$ cat config.mk
export PLATFORM = sky130hd
export DESIGN_NAME = uart_rx
export DESIGN_NICKNAME = d
export VERILOG_FILES = /design/src/rtl/uart_pkg.sv /design/src/rtl/uart_tick_edge.sv /design/src/rtl/uart_rx.sv
export SDC_FILE = /design/constraint.sdc
export NUM_CORES = 1
export LEC_CHECK = 0
export CAP_MARGIN = 20
export CORE_ASPECT_RATIO = 0.6
export CORE_UTILIZATION = 50
export DETAILED_ROUTE_END_ITERATION = 10
export PLACE_DENSITY_LB_ADDON = 0.3
export SYNTH_ARGS = -nofsm -noshare
export SYNTH_HDL_FRONTEND = slang
export SYNTH_HIERARCHICAL = 1
export SYNTH_SLANG_ARGS = --single-unit
$ cat constraint.sdc
create_clock -name clk -period 1.5 [get_ports clk]
set_input_delay 0.375 -clock clk [delete_from_list [all_inputs] [get_ports clk]]
set_output_delay 0.375 -clock clk [all_outputs]
set_load 0.02 [all_outputs]
$ cat src/rtl/uart_pkg.sv
// Shared 8N1 UART definitions: FSM state encodings, frame width and line levels.
// Used by both the receiver and the transmitter.
package uart_pkg;

  localparam int UART_DATA_BITS = 8;

  localparam logic UART_START_LVL = 1'b0;
  localparam logic UART_STOP_LVL  = 1'b1;
  localparam logic UART_IDLE_LVL  = 1'b1;

  typedef enum logic [2:0] {
    ST_IDLE,
    ST_START,
    ST_DATA,
    ST_STOP,
    ST_BREAK
  } uart_state_e;

endpackage

$ cat src/rtl/uart_tick_edge.sv
// Rising-edge detector for the oversample tick.
// rise_o is combinational from level_i and its registered copy.
module uart_tick_edge (
  input  logic clk_i,
  input  logic rst_i,
  input  logic level_i,
  output logic rise_o
);

  logic level_q;

  always_ff @(posedge clk_i) begin
    if (rst_i) begin
      level_q <= 1'b0;
    end else begin
      level_q <= level_i;
    end
  end

  assign rise_o = level_i & ~level_q;

endmodule

$ cat src/rtl/uart_rx.sv
// 8N1 UART receiver with mid-bit sampling, stop-bit check and break holdoff.
// Define UART_RX_SYNC_EN to pass d_in through a 2-flop synchronizer first.
module uart_rx
  import uart_pkg::*;
#(
  parameter int unsigned OVERSAMPLE = 16
) (
  input  logic                      clk,
  input  logic                      rst,
  input  logic                      d_in,
  input  logic                      baud_tick,
  output logic [UART_DATA_BITS-1:0] data_out,
  output logic                      r_valid,
  output logic                      frame_err,
  output logic                      r_busy
);

  localparam int OS_W = $clog2(OVERSAMPLE);
  localparam logic [OS_W-1:0] HALF_LAST = OS_W'(OVERSAMPLE / 2 - 1);
  localparam logic [OS_W-1:0] FULL_LAST = OS_W'(OVERSAMPLE - 1);
  localparam logic [2:0]      LAST_BIT  = 3'(UART_DATA_BITS - 1);

  logic tick;
  logic line;

  uart_state_e                 state_q, state_d;
  logic [OS_W-1:0]             os_cnt_q, os_cnt_d;
  logic [2:0]                  bit_cnt_q, bit_cnt_d;
  logic [UART_DATA_BITS-1:0]   shift_q, shift_d;
  logic [UART_DATA_BITS-1:0]   data_q, data_d;
  logic                        valid_q, valid_d;
  logic                        ferr_q, ferr_d;
  logic                        busy_q, busy_d;

  uart_tick_edge u_tick_edge (
    .clk_i   (clk),
    .rst_i   (rst),
    .level_i (baud_tick),
    .rise_o  (tick)
  );

`ifdef UART_RX_SYNC_EN
  logic sync1_q, sync2_q;

  // Reset to the idle level so leaving reset never looks like a start bit.
  always_ff @(posedge clk) begin
    if (rst) begin
      sync1_q <= UART_IDLE_LVL;
      sync2_q <= UART_IDLE_LVL;
    end else begin
      sync1_q <= d_in;
      sync2_q <= sync1_q;
    end
  end

  assign line = sync2_q;
`else
  assign line = d_in;
`endif

  always_ff @(posedge clk) begin
    if (rst) begin
      state_q   <= ST_IDLE;
      os_cnt_q  <= '0;
      bit_cnt_q <= '0;
      shift_q   <= '0;
      data_q    <= '0;
      valid_q   <= 1'b0;
      ferr_q    <= 1'b0;
      busy_q    <= 1'b0;
    end else begin
      state_q   <= state_d;
      os_cnt_q  <= os_cnt_d;
      bit_cnt_q <= bit_cnt_d;
      shift_q   <= shift_d;
      data_q    <= data_d;
      valid_q   <= valid_d;
      ferr_q    <= ferr_d;
      busy_q    <= busy_d;
    end
  end

  // Everything advances on tick only; strobes default low so they last one cycle.
  always_comb begin
    state_d   = state_q;
    os_cnt_d  = os_cnt_q;
    bit_cnt_d = bit_cnt_q;
    shift_d   = shift_q;
    data_d    = data_q;
    valid_d   = 1'b0;
    ferr_d    = 1'b0;
    busy_d    = busy_q;

    if (tick) begin
      unique case (state_q)
        ST_IDLE: begin
          if (line == UART_START_LVL) begin
            state_d  = ST_START;
            os_cnt_d = '0;
            busy_d   = 1'b1;
          end
        end

        ST_START: begin
          if (os_cnt_q == HALF_LAST) begin
            if (line == UART_START_LVL) begin
              state_d   = ST_DATA;
              os_cnt_d  = '0;
              bit_cnt_d = '0;
            end else begin
              state_d = ST_IDLE;
              busy_d  = 1'b0;
            end
          end else begin
            os_cnt_d = os_cnt_q + 1'b1;
          end
        end

        ST_DATA: begin
          if (os_cnt_q == FULL_LAST) begin
            shift_d[bit_cnt_q] = line;
            os_cnt_d           = '0;
            bit_cnt_d          = bit_cnt_q + 3'd1;
            if (bit_cnt_q == LAST_BIT) begin
              state_d = ST_STOP;
            end
          end else begin
            os_cnt_d = os_cnt_q + 1'b1;
          end
        end

        // Leaving at mid-stop lets a start edge right after the stop bit be caught.
        ST_STOP: begin
          if (os_cnt_q == FULL_LAST) begin
            os_cnt_d = '0;
            data_d   = shift_q;
            if (line == UART_STOP_LVL) begin
              valid_d = 1'b1;
              state_d = ST_IDLE;
              busy_d  = 1'b0;
            end else begin
              ferr_d  = 1'b1;
              state_d = ST_BREAK;
            end
          end else begin
            os_cnt_d = os_cnt_q + 1'b1;
          end
        end

        ST_BREAK: begin
          if (line == UART_IDLE_LVL) begin
            state_d = ST_IDLE;
            busy_d  = 1'b0;
          end
        end

        default: begin
          state_d = ST_IDLE;
          busy_d  = 1'b0;
        end
      endcase
    end
  end

  assign data_out  = data_q;
  assign r_valid   = valid_q;
  assign frame_err = ferr_q;
  assign r_busy    = busy_q;

endmodule
==> results.yml <==
floorplanning:
  die_width_um: 72.0
  floorplan.initialDensity_pct: 55.6
  design.portCount: 15
  fp-row-count: 14
  design.die.area_sq_mm: 0.00317
  design.core.area_sq_mm: 0.00265
  die_h_um: 44
critical_path:
  start_kind: "flop"
  critical_setup_path_kind: "reg -> reg"
  rr_endpoint: "shift_q[3]$_SDFFE_PP0P_"
  rr_worst_depth: 6
  timing.rr.start: "u_tick_edge/level_q$_SDFF_PP0_"
  arrival_time_at_the_worst_endpoint_ns: 1.78
  crit_path_end: "shift_q[3]$_SDFFE_PP0P_"
  setup.worst_path.end_class: "flop"
  r2r_slack_ns: -0.11
  critical_path.startpoint: "u_tick_edge/level_q$_SDFF_PP0_"
  worst-path-max-fanout: 4
  worstPathRequired_ns: 1.67
layout:
  num-fill-cells: 171
  final_nets: 208
  syn_to_layout_area_delta_pct: 42.7
  num_antenna_cells: 0
  layout-drive-gt1-share_pct: 37.1
run_status:
  failing_checks: "setup timing"
  status: "complete, but fails checks"
clocking:
  max-clock-path-buffers: 2
  cts-buffers-inserted: 5
  htree_num_levels: 2
  clock_latency_ns: 0.29
  clk_root_buffer_cell: "clkbuf_8"
  tritoncts_clock_tree: "done"
  clock_transition_at_the_register_clock_pins_on_the_worst_setup_and_hold_paths_after_cts_ns: 0.07
  clock-sinks: 30
  post_cts_hold_buffer_count: 0
sta:
  period_minus_slack_ns: 1.61
  min_period_over_period_pct: 107
  max-slew-margin-rel_pct: 77.8
  timing.hold.ws_ns: 0.414
  fin_ws_ns: -0.106
  drv_slew: 0
  timing.final.hold_violations: 0
  timing.final.setup_violations: 10
  grt_setup_unrepaired: "yes"
  final.setup_skew_ns: 0.00719
  slew_of_the_pin_with_the_lowest_slew_margin_ns: 0.333
  max_clock_freq_mhz: 623
pwr:
  power.share.sequential_pct: 48.9
  comb_power_share_pct: 9.7
  static-leakage-power_nw: 0.901
  p_total_w: 0.00165
  power.internal_w: 0.00125
  power.share.switching_pct: 24.5
  share_clk_of_total_power_pct: 41.4
  power_density_mw_per_mm2: 787
  ir_worst_vdd_mv: 0.581
  p_switching_w: 0.000405
synth:
  syn-cell-area_sq_mm: 0.00147
  synth_ff_type: "dfxtp_1"
  yosys_register_bits: 30
  ys_types: 42
  syn_avg_cell_area_sq_um: 9.02
  synthesis.nets: 170
  synth_enable_flop_cells: 0
  synthesis.yosys.warnings: 6
  share_of_synthesized_registers_carrying_an_async_set_or_reset_pct: 0
  synth.yosys.seq_area_share_pct: 40.9
  cells_after_synthesis: 163
global_routing:
  grt_start_max_net_pins: 27
  global_router_s_overall_resource_usage_pct: 28.6
  top_usage_layer: "met2"
  global_route.overflow_total: 0
  first_pass_grt_wire_length_um: 6560
  groute.layer.met2.usage_pct: 43.2
  use_met3_pct: 7.67
  first_global_vias: 1355
  number_of_antenna_violations_at_the_first_check_in_global_routing: 0
  gr-usage-met1_pct: 37.1
drt:
  drt_pre_antenna_iters: 5
  drt-wirelength-per-cell_um: 19.6
  detailed_route_wl_um: 4760
  detail_route.vias_per_cell: 6.32
  drt_iter0_markers: 215
  routed-via-count: 1530
  antenna_violating_nets_post_route: 0
  drc: 0
placement:
  pre_cts_ws_ns: -0.586
  port_buf_inserts: 14
  dpl.hpwl_um: 2520
  routability_driven_placement_congestion_ratio: 0.931
hold_path:
  holdCritPathClass: "in -> reg"
job:
  timing.max_cap.violations: 0
state kept, by name, summed over array words and instances, names as in the netlist, 3 cells and up:
signal	flops
bit_cnt_q	3
data_out	8
os_cnt_q	4
shift_q	8
state_q	3
power by group through the flow:
stage	clock network, W	logic (W)	registers [W]
floorplan	0	0.0000601	0.000826
finish	0.000683	0.000160	0.000808
CTS	0.000681	0.000133	0.000809
global route	0.000718	0.000168	0.000809
global placement	0	0.000115	0.000826
detailed placement	0	0.000119	0.000827
how the worst min path moves through the flow:
stage | start | endpoint | slack [ns] | depth (start not counted)
global route | baud_tick | u_tick_edge/level_q$_SDFF_PP0_ | 0.43 | 2
global placement | r_busy$_SDFFE_PP0P_ | r_busy$_SDFFE_PP0P_ | 0.47 | 2
floorplan | rst | u_tick_edge/level_q$_SDFF_PP0_ | 0.44 | 1
finish | baud_tick | u_tick_edge/level_q$_SDFF_PP0_ | 0.41 | 2
CTS | baud_tick | u_tick_edge/level_q$_SDFF_PP0_ | 0.46 | 2
detailed placement | r_busy$_SDFFE_PP0P_ | r_busy$_SDFFE_PP0P_ | 0.47 | 2
layout by cell type, fill, tap and decap left out, types with 2 or more instances in the layout:
master,instances
a21oi_1,6
a21oi_2,2
a22o_1,2
a31oi_1,2
a31oi_2,2
buf_4,22
buf_6,8
clkbuf_8,6
dfxtp_1,21
dfxtp_2,7
dfxtp_4,2
dlygate4sd2_1,12
ha_1,2
inv_1,4
mux2i_1,16
nand2_1,6
nand3_1,2
nand3b_1,3
nand4_1,4
nand4b_1,3
nor2_1,19
nor2b_4,2
nor3_1,2
nor3_2,2
o21ai_0,6
or3b_2,2
stage by stage:
| step | instances | TNS, ns | utilization [%] | area (sq um) |
|---|---|---|---|---|
| finish | 242 | -0.377 | 79.3 | 2100 |
| global route | 242 | -1.25 | 79.3 | 2100 |
| CTS | 239 | -0.112 | 74.6 | 1970 |
| detailed placement | 223 | -13.09 | 66.6 | 1760 |
| global placement | 223 | -11.18 | 66.6 | 1760 |
| floorplan | 163 | -0.0178 | - | 1480 |
what timing repair did:
| item | in CTS | in global routing |
|---|---|---|
| gates resized for setup | 32 | 27 |
| setup buffers | 8 | 3 |
| setup endpoints to repair | 39 | 21 |
| cloned | 0 | 0 |
| pin swaps | 7 | 9 |
cells by family after synthesis:
family / after synthesis / synth area share [%]
compound gates: 28 / 12.3
xor+xnor: 1 / 0.596
fa+ha+maj: 3 / 2.55
buf+inv: 18 / 5.62
flops: 30 / 40.9
mux: 16 / 10.9
simple gates: 67 / 27.1
per-layer routing:
layer	wire length [um]	part of all wire (%)
met5	0	0
met4	233	4.9
met3	513	11
met2	2050	43
met1	1950	41
critical path, cell delays in order (launching register included):
cell      delay, ns
dfxtp_2        0.33
nor2b_4        0.21
nand4b_1       0.16
buf_6          0.17
nor4b_4        0.31
mux2i_1        0.22
nor2_1         0.07
synthesized netlist by cell type (2+ instances only):
master | number | share of area, %
dfxtp_1 | 30 | 41
nor2_1 | 21 | 5.4
mux2i_1 | 16 | 11
a21oi_1 | 8 | 2.7
buf_2 | 8 | 2.7
nand2_1 | 6 | 1.5
o21ai_0 | 6 | 2.0
a31oi_1 | 4 | 1.7
clkbuf_1 | 4 | 1.0
inv_1 | 4 | 1.0
nand4_1 | 4 | 1.7
nor3_1 | 4 | 1.4
ha_1 | 3 | 2.6
nand3_1 | 3 | 1.0
nand3b_1 | 3 | 1.5
nand4b_1 | 3 | 1.8
a22o_1 | 2 | 1.2
and3_1 | 2 | 0.85
nand2b_1 | 2 | 0.85
nor2b_4 | 2 | 1.9
nor4_1 | 2 | 0.85
o31ai_1 | 2 | 1.0
or2_2 | 2 | 0.85
or3b_2 | 2 | 1.2
or4_1 | 2 | 1.0
or4b_1 | 2 | 1.4
layout make-up:
type | instances | area, sq um | area share [%]
Tap cell | 40 | 50.0 | 2.39
Multi-Input combinational cell | 115 | 925 | 44.1
Timing Repair Buffer | 45 | 400 | 19.1
Clock inverter | 1 | 5.00 | 0.239
Clock buffer | 7 | 86.3 | 4.11
Inverter | 4 | 15.0 | 0.716
Sequential cell | 30 | 617 | 29.4
(Power assumes the default switching activity.)
